### config.mk
export PLATFORM = sky130hd
export DESIGN_NAME = lsu_mem_port_flat
export DESIGN_NICKNAME = d
export VERILOG_FILES = /design/src/rtl/lsu_pkg.sv /design/src/rtl/lsu_mem_port_if.sv /design/src/rtl/lsu_lane_align.sv /design/src/rtl/lsu_mem_port.sv /design/src/flat_wrapper.sv
export SDC_FILE = /design/constraint.sdc
export NUM_CORES = 1
export LEC_CHECK = 0
export BUFFER_PORTS_ARGS = -buffer_cell sky130_fd_sc_hd__buf_4
export CAP_MARGIN = 20
export CORE_UTILIZATION = 30
export CTS_BUF_LIST = sky130_fd_sc_hd__clkbuf_8
export CTS_CLUSTER_DIAMETER = 80
export CTS_CLUSTER_SIZE = 14
export DETAILED_ROUTE_END_ITERATION = 6
export PLACE_DENSITY = 0.51
export SLEW_MARGIN = 25
export SYNTH_ARGS = -nofsm -noshare
export SYNTH_HDL_FRONTEND = slang
export SYNTH_SLANG_ARGS = --single-unit
### constraint.sdc
create_clock -name clk -period 2.3 [get_ports clk]
set_input_delay 0.345 -clock clk [delete_from_list [all_inputs] [get_ports clk]]
set_output_delay 0.345 -clock clk [all_outputs]
set_load 0.01 [all_outputs]
### src/rtl/lsu_pkg.sv
// Shared types, funct3 codes and address helpers for the load/store unit.
// Combinational helpers only; no state.
package lsu_pkg;

    localparam int DATA_WIDTH_DEF = 32;

    localparam logic [2:0] F3_B  = 3'b000;
    localparam logic [2:0] F3_H  = 3'b001;
    localparam logic [2:0] F3_W  = 3'b010;
    localparam logic [2:0] F3_BU = 3'b100;
    localparam logic [2:0] F3_HU = 3'b101;

    typedef enum logic [1:0] {
        ST_IDLE,
        ST_ACCESS,
        ST_WRITE,
        ST_RESP
    } lsu_state_t;

    typedef struct packed {
        logic       we;
        logic [2:0] funct3;
    } lsu_ctrl_t;

    function automatic logic f3_legal(input logic we, input logic [2:0] f3);
        if (we)
            return (f3 == F3_B) || (f3 == F3_H) || (f3 == F3_W);
        return (f3 == F3_B) || (f3 == F3_H) || (f3 == F3_W) ||
               (f3 == F3_BU) || (f3 == F3_HU);
    endfunction

    // funct3[1:0] encodes access size: 00 byte, 01 half, 10 word.
    function automatic logic lane_fault(input logic [2:0] f3, input logic [1:0] lo);
        return ((f3[1:0] == 2'b01) && lo[0]) || ((f3[1:0] == 2'b10) && (lo != 2'b00));
    endfunction

    function automatic logic [1:0] align_lo(input logic [2:0] f3, input logic [1:0] lo);
        case (f3[1:0])
            2'b01:   return {lo[1], 1'b0};
            2'b10:   return 2'b00;
            default: return lo;
        endcase
    endfunction

endpackage

### src/rtl/lsu_mem_port_if.sv
// Core-side request/response and data_mem port bundle for the load/store unit.
// slave = LSU view; master = core plus memory view.
interface lsu_mem_port_if #(
    parameter int DATA_WIDTH    = 32,
    parameter int ADDRESS_WIDTH = 32
);
    logic                     req;
    logic                     we;
    logic [2:0]               funct3;
    logic [ADDRESS_WIDTH-1:0] addr;
    logic [DATA_WIDTH-1:0]    wdata;
    logic                     busy;
    logic                     done;
    logic                     err;
    logic [DATA_WIDTH-1:0]    rdata;
    logic                     mem_write_en;
    logic [ADDRESS_WIDTH-1:0] mem_addr;
    logic [DATA_WIDTH-1:0]    mem_data_in;
    logic [DATA_WIDTH-1:0]    mem_data_out;

    modport slave (
        input  req, we, funct3, addr, wdata, mem_data_out,
        output busy, done, err, rdata, mem_write_en, mem_addr, mem_data_in
    );

    modport master (
        output req, we, funct3, addr, wdata, mem_data_out,
        input  busy, done, err, rdata, mem_write_en, mem_addr, mem_data_in
    );
endinterface

### src/rtl/lsu_lane_align.sv
// Lane extract/extend for loads and lane merge for sub-word stores.
// Latency: combinational.
// Backpressure: none, pure function of its inputs.
module lsu_lane_align (
    input  logic [2:0]  funct3,
    input  logic [1:0]  offs,
    input  logic [31:0] word,
    input  logic [15:0] wdata,
    output logic [31:0] load_val,
    output logic [31:0] merged
);
    import lsu_pkg::*;

    logic [7:0]  byte_sel;
    logic [15:0] half_sel;

    always_comb begin
        byte_sel = word[{offs, 3'b000} +: 8];
        half_sel = offs[1] ? word[31:16] : word[15:0];

        load_val = '0;
        case (funct3)
            F3_B:    load_val = {{24{byte_sel[7]}}, byte_sel};
            F3_H:    load_val = {{16{half_sel[15]}}, half_sel};
            F3_W:    load_val = word;
            F3_BU:   load_val = {24'h0, byte_sel};
            F3_HU:   load_val = {16'h0, half_sel};
            default: load_val = '0;
        endcase

        merged = word;
        case (funct3)
            F3_B: merged[{offs, 3'b000} +: 8] = wdata[7:0];
            F3_H: begin
                if (offs[1])
                    merged[31:16] = wdata;
                else
                    merged[15:0]  = wdata;
            end
            default: merged = word;
        endcase
    end
endmodule

### src/rtl/lsu_mem_port.sv
// RV32I load/store unit driving a word-wide data_mem; sub-word stores via read-modify-write.
// Latency req->done: load/SW 2, SB/SH 3, error 1. MISALIGN_TRAP_EN makes misaligned H/W accesses error.
// Backpressure: one transaction in flight; req is ignored while busy, nothing is queued.
module lsu_mem_port #(
    parameter int DATA_WIDTH    = lsu_pkg::DATA_WIDTH_DEF,
    parameter int ADDRESS_WIDTH = 32
) (
    input  logic          clk,
    input  logic          n_clr,
    lsu_mem_port_if.slave bus
);
    import lsu_pkg::*;

    lsu_state_t      state;
    lsu_ctrl_t       ctrl;
    logic [1:0]      off_q;
    logic [15:0]     wdata_lo_q;
    logic [31:0]     load_val;
    logic [31:0]     merged;
    logic            req_fault;
    logic [1:0]      req_offs;

`ifdef MISALIGN_TRAP_EN
    assign req_fault = lane_fault(bus.funct3, bus.addr[1:0]);
    assign req_offs  = bus.addr[1:0];
`else
    // Misaligned accesses silently drop the offending low address bits.
    assign req_fault = 1'b0;
    assign req_offs  = align_lo(bus.funct3, bus.addr[1:0]);
`endif

    lsu_lane_align u_align (
        .funct3   (ctrl.funct3),
        .offs     (off_q),
        .word     (bus.mem_data_out),
        .wdata    (wdata_lo_q),
        .load_val (load_val),
        .merged   (merged)
    );

    always_ff @(posedge clk or negedge n_clr) begin
        if (!n_clr) begin
            state            <= ST_IDLE;
            ctrl             <= '0;
            off_q            <= '0;
            wdata_lo_q       <= '0;
            bus.busy         <= 1'b0;
            bus.done         <= 1'b0;
            bus.err          <= 1'b0;
            bus.rdata        <= '0;
            bus.mem_write_en <= 1'b0;
            bus.mem_addr     <= '0;
            bus.mem_data_in  <= '0;
        end else begin
            bus.done         <= 1'b0;
            bus.mem_write_en <= 1'b0;
            bus.mem_data_in  <= '0;
            case (state)
                ST_IDLE: begin
                    if (bus.req) begin
                        ctrl       <= '{we: bus.we, funct3: bus.funct3};
                        wdata_lo_q <= bus.wdata[15:0];
                        bus.busy   <= 1'b1;
                        if (!f3_legal(bus.we, bus.funct3) || req_fault) begin
                            state     <= ST_RESP;
                            bus.done  <= 1'b1;
                            bus.err   <= 1'b1;
                            bus.rdata <= '0;
                        end else begin
                            state        <= ST_ACCESS;
                            off_q        <= req_offs;
                            bus.mem_addr <= {bus.addr[ADDRESS_WIDTH-1:2], 2'b00};
                            // A full-word store needs no read, so it writes in ACCESS.
                            if (bus.we && (bus.funct3 == F3_W)) begin
                                bus.mem_write_en <= 1'b1;
                                bus.mem_data_in  <= bus.wdata;
                            end
                        end
                    end
                end
                ST_ACCESS: begin
                    if (ctrl.we && (ctrl.funct3 != F3_W)) begin
                        state            <= ST_WRITE;
                        bus.mem_write_en <= 1'b1;
                        bus.mem_data_in  <= merged;
                    end else begin
                        state    <= ST_RESP;
                        bus.done <= 1'b1;
                        bus.err  <= 1'b0;
                        if (!ctrl.we)
                            bus.rdata <= load_val;
                    end
                end
                ST_WRITE: begin
                    state    <= ST_RESP;
                    bus.done <= 1'b1;
                    bus.err  <= 1'b0;
                end
                default: begin
                    state    <= ST_IDLE;
                    bus.busy <= 1'b0;
                end
            endcase
        end
    end
endmodule

### src/flat_wrapper.sv
// flat-port wrapper written by rule: the top's interface ports become plain ports
module lsu_mem_port_flat import lsu_pkg::*;
#(
    parameter int DATA_WIDTH    = lsu_pkg::DATA_WIDTH_DEF,
    parameter int ADDRESS_WIDTH = 32
)
  (clk, n_clr, bus_req, bus_we, bus_funct3, bus_addr, bus_wdata, bus_mem_data_out, bus_busy, bus_done, bus_err, bus_rdata, bus_mem_write_en, bus_mem_addr, bus_mem_data_in);
  lsu_mem_port_if #(.DATA_WIDTH(DATA_WIDTH), .ADDRESS_WIDTH(ADDRESS_WIDTH)) bus_i ();
  input  logic clk;
  input  logic n_clr;
  input wire logic [$bits(bus_i.req)-1:0] bus_req;
  input wire logic [$bits(bus_i.we)-1:0] bus_we;
  input wire logic [$bits(bus_i.funct3)-1:0] bus_funct3;
  input wire logic [$bits(bus_i.addr)-1:0] bus_addr;
  input wire logic [$bits(bus_i.wdata)-1:0] bus_wdata;
  input wire logic [$bits(bus_i.mem_data_out)-1:0] bus_mem_data_out;
  output wire logic [$bits(bus_i.busy)-1:0] bus_busy;
  output wire logic [$bits(bus_i.done)-1:0] bus_done;
  output wire logic [$bits(bus_i.err)-1:0] bus_err;
  output wire logic [$bits(bus_i.rdata)-1:0] bus_rdata;
  output wire logic [$bits(bus_i.mem_write_en)-1:0] bus_mem_write_en;
  output wire logic [$bits(bus_i.mem_addr)-1:0] bus_mem_addr;
  output wire logic [$bits(bus_i.mem_data_in)-1:0] bus_mem_data_in;
  assign bus_i.req = bus_req;
  assign bus_i.we = bus_we;
  assign bus_i.funct3 = bus_funct3;
  assign bus_i.addr = bus_addr;
  assign bus_i.wdata = bus_wdata;
  assign bus_i.mem_data_out = bus_mem_data_out;
  assign bus_busy = bus_i.busy;
  assign bus_done = bus_i.done;
  assign bus_err = bus_i.err;
  assign bus_rdata = bus_i.rdata;
  assign bus_mem_write_en = bus_i.mem_write_en;
  assign bus_mem_addr = bus_i.mem_addr;
  assign bus_mem_data_in = bus_i.mem_data_in;
  lsu_mem_port #(.DATA_WIDTH(DATA_WIDTH), .ADDRESS_WIDTH(ADDRESS_WIDTH)) u_core (.clk(clk), .n_clr(n_clr), .bus(bus_i));
endmodule
==> results.json <==
{
  "dieArea_sq_um": 20010,
  "setup_viol": 0,
  "clk_latency_ps": 440,
  "cap_violations": 0,
  "globalRouteMet1Util_pct": 26.29,
  "violations": "negative hold slack",
  "postSynth.asyncResetShare_pct": 100.0,
  "drtIter0Drc": 485,
  "setup_tns_ps": 0,
  "syn_area_sq_um": 5833,
  "vias": 5158,
  "num_rows": 50,
  "cp_slowest_cell": "dfrtp_1",
  "io_pins": 203,
  "routed_via_density": 5.263,
  "start_util_pct": 30.87,
  "grt_overflow": 0,
  "final_cell_mix": "buf_4 (217), dfrtp_1 (122), mux2_2 (47)",
  "grt_pass1_vias": 5240,
  "p_total_mw": 10.17,
  "synth_cells": 502,
  "dieHeight_um": 141.4,
  "first_pass_iters": 5,
  "syn-mean-instance-area_sq_um": 11.62,
  "io_buffers": 200,
  "clock-root-buffer": "clkbuf_8",
  "critical_path_arrival_ps": 2440,
  "holdCritPathClass": "input pin to async pin",
  "chipWidth_um": 141.4,
  "r2r_slack_ps": 200,
  "core_area_sq_um": 18890,
  "synthToLayoutAreaGrowth_pct": 39.10,
  "placed_area_sq_um": 7704,
  "fmaxAchievable_mhz": 475.6,
  "grt_use_met2_pct": 30.46,
  "power_density_nw_per_um2": 1254,
  "grt_max_degree": 123,
  "status": "complete, but fails checks",
  "top_usage_layer": "met2",
  "synthDistinctLibCells": 57,
  "critPathMaxFanout": 11,
  "yosys_register_bits": 122,
  "slew_violations": 0,
  "relSlewSlack_pct": 45.84,
  "cts-hold-fix-buffers": 0,
  "ys_seq_area_share_pct": 52.34,
  "leakagePower_nw": 3.749,
  "layout-drive-gt1-share_pct": 42.78,
  "final_common_cell": "buf_4",
  "use_met3_pct": 7.425,
  "peakVddDrop_mv": 0.7044,
  "wl_mm": 19.68,
  "cpPeakStageDelay_ps": 560,
  "worstRegToRegCells": 6,
  "startpoint_type": "flip-flop",
  "synth-edff-count": 0,
  "cpLargestDelayFamily": "compound AO/OA/AOI/OAI gates",
  "report.final.hold_viol_count": 31,
  "post-route-drc-count": 0,
  "worstReg2RegStart": "u_core.off_q[0]",
  "cts_made_buffers": 17,
  "cts_resized": 0,
  "crit_buf_inv": 1,
  "nets": 823,
  "path_clk_slew_ps": 70,
  "min_period_ps": 2103,
  "crit_chain": "inv_1 > ha_1 > nor2_1 > nand4_1 > a211o_1 > o221ai_1",
  "tightest_slew_ps": 805.5,
  "rsz0062_at_grt": "false",
  "dp_hpwl_mm": 14.76,
  "gp_congestion": 0.8827,
  "hold-worst-slack_ps": -30.79,
  "synth_top_flop_cell": "dfrtp_1",
  "cts_max_level": 4,
  "cts_tree": "built",
  "diodes": 0,
  "post_cts_buffers": 0,
  "crit_path_end_kind": "flip-flop",
  "path_depth": 6,
  "fill_cells": 1824,
  "skew_ps": 11.96,
  "design_area_sq_um": 8114,
  "r2r_end": "u_core.bus.mem_data_in[18]",
  "grt_pass1_wl_mm": 30.05,
  "grt_use_total_pct": 19.93,
  "required_ps": 2640,
  "fin_crit_sh_pct": 91.42,
  "clockBufferDepth": 2,
  "ant_nets": 0,
  "clock-sinks": 122,
  "path_class": "flip-flop to flip-flop",
  "yosys_warnings": 0,
  "wire_per_inst_um": 20.08,
  "antenna_found_initial": 0
}
## worst max-delay path by stage
stage	startpoint	end	slack, ps
global placement	bus_funct3[1]	u_core.bus.rdata[7]	270
detailed placement	bus_funct3[1]	u_core.bus.rdata[12]	180
global route	u_core.state[0]	u_core.bus.mem_addr[21]	40
CTS	u_core.state[0]	u_core.bus.mem_addr[13]	190
floorplan	u_core.state[0]	u_core.bus.mem_addr[10]	320
finish	u_core.off_q[0]	u_core.bus.mem_data_in[18]	200
## cell usage after synthesis (all sizes together), types with 2 or more instances
| master | number | area share (%) |
|---|---|---|
| and3 | 2 | 0.21 |
| nor3b | 4 | 0.71 |
| clkbuf | 15 | 0.97 |
| a221oi | 8 | 1.2 |
| a22oi | 24 | 3.1 |
| a222oi | 8 | 1.4 |
| ha | 13 | 2.8 |
| nor2b | 4 | 0.43 |
| a211oi | 2 | 0.43 |
| o31ai | 2 | 0.26 |
| a21oi | 10 | 0.86 |
| and2 | 3 | 0.32 |
| nor4b | 2 | 0.56 |
| nand4 | 2 | 0.21 |
| nand3b | 3 | 0.39 |
| nand2b | 4 | 0.43 |
| o211ai | 9 | 1.2 |
| inv | 23 | 1.5 |
| mux2 | 47 | 9.1 |
| nand2 | 40 | 2.6 |
| nor2 | 7 | 0.45 |
| o2bb2ai | 32 | 4.8 |
| nor3 | 12 | 1.0 |
| buf | 20 | 1.9 |
| dfrtp | 122 | 52 |
| a221o | 16 | 2.7 |
| a31oi | 2 | 0.21 |
| o221ai | 8 | 1.2 |
| o21ai | 25 | 2.1 |
| mux2i | 4 | 0.69 |
| nand3 | 11 | 1.0 |
## final cells by class
cell class | count | area (sq um) | share of cell area, %
clock inverters | 11 | 121.4 | 1.496
flip-flops and latches | 122 | 3053 | 37.63
well taps | 260 | 325.3 | 4.009
inverters | 23 | 86.33 | 1.064
multi-input cells | 323 | 2550 | 31.43
clock buffers | 21 | 289.0 | 3.562
repair buffers | 220 | 1689 | 20.82
## sequential cells by signal, indices dropped and copies added (netlist names)
signal	flops
u_core.bus.done	1
u_core.wdata_lo_q	16
u_core.bus.err	1
u_core.state	2
u_core.off_q	2
u_core.bus.mem_write_en	1
u_core.bus.mem_data_in	32
u_core.ctrl	4
u_core.bus.rdata	32
u_core.bus.busy	1
u_core.bus.mem_addr	30
## stage by stage
stage / util, % / setup WS [ps] / hold WS, ps / cells
4_1_cts: 42.95 / 190.7 / 27.35 / 980
2_1_floorplan: - / 319.4 / 49.41 / 503
3_5_place_dp: 40.77 / 178.7 / 483.1 / 948
3_3_place_gp: 40.77 / 271.2 / 476.0 / 948
6_report: 42.95 / 197.4 / -30.79 / 980
5_1_grt: 42.95 / 38.59 / 39.72 / 980
## per-layer routing
metal / up-vias / part of all wire [%]
li1: 2320 / -
met4: 0 / 1.6
met2: 295 / 45
met3: 22 / 10
met5: - / 0
met1: 2521 / 43
## worst reg2reg max path, cell delays in order, from the launching register on
cell and delay, ps:
dfrtp_1 560, inv_1 210, ha_1 290, nor2_1 90
nand4_1 120, a211o_1 470, o221ai_1 280
## cell families after synthesis
group           synth area share, %
mux                           10.15
simple gates                  9.438
flops                         52.34
other cells                 0.06429
buf+inv                       4.333
fa+ha+maj                     2.789
compound gates                20.89
## power by group
group          switching [mW]  internal [mW]  leakage, nW
clock network           0.894           1.07        0.207
registers               0.650           3.00         1.58
logic                    2.35           2.20         1.97
Note: power is estimated with default switching activity, not from simulation.
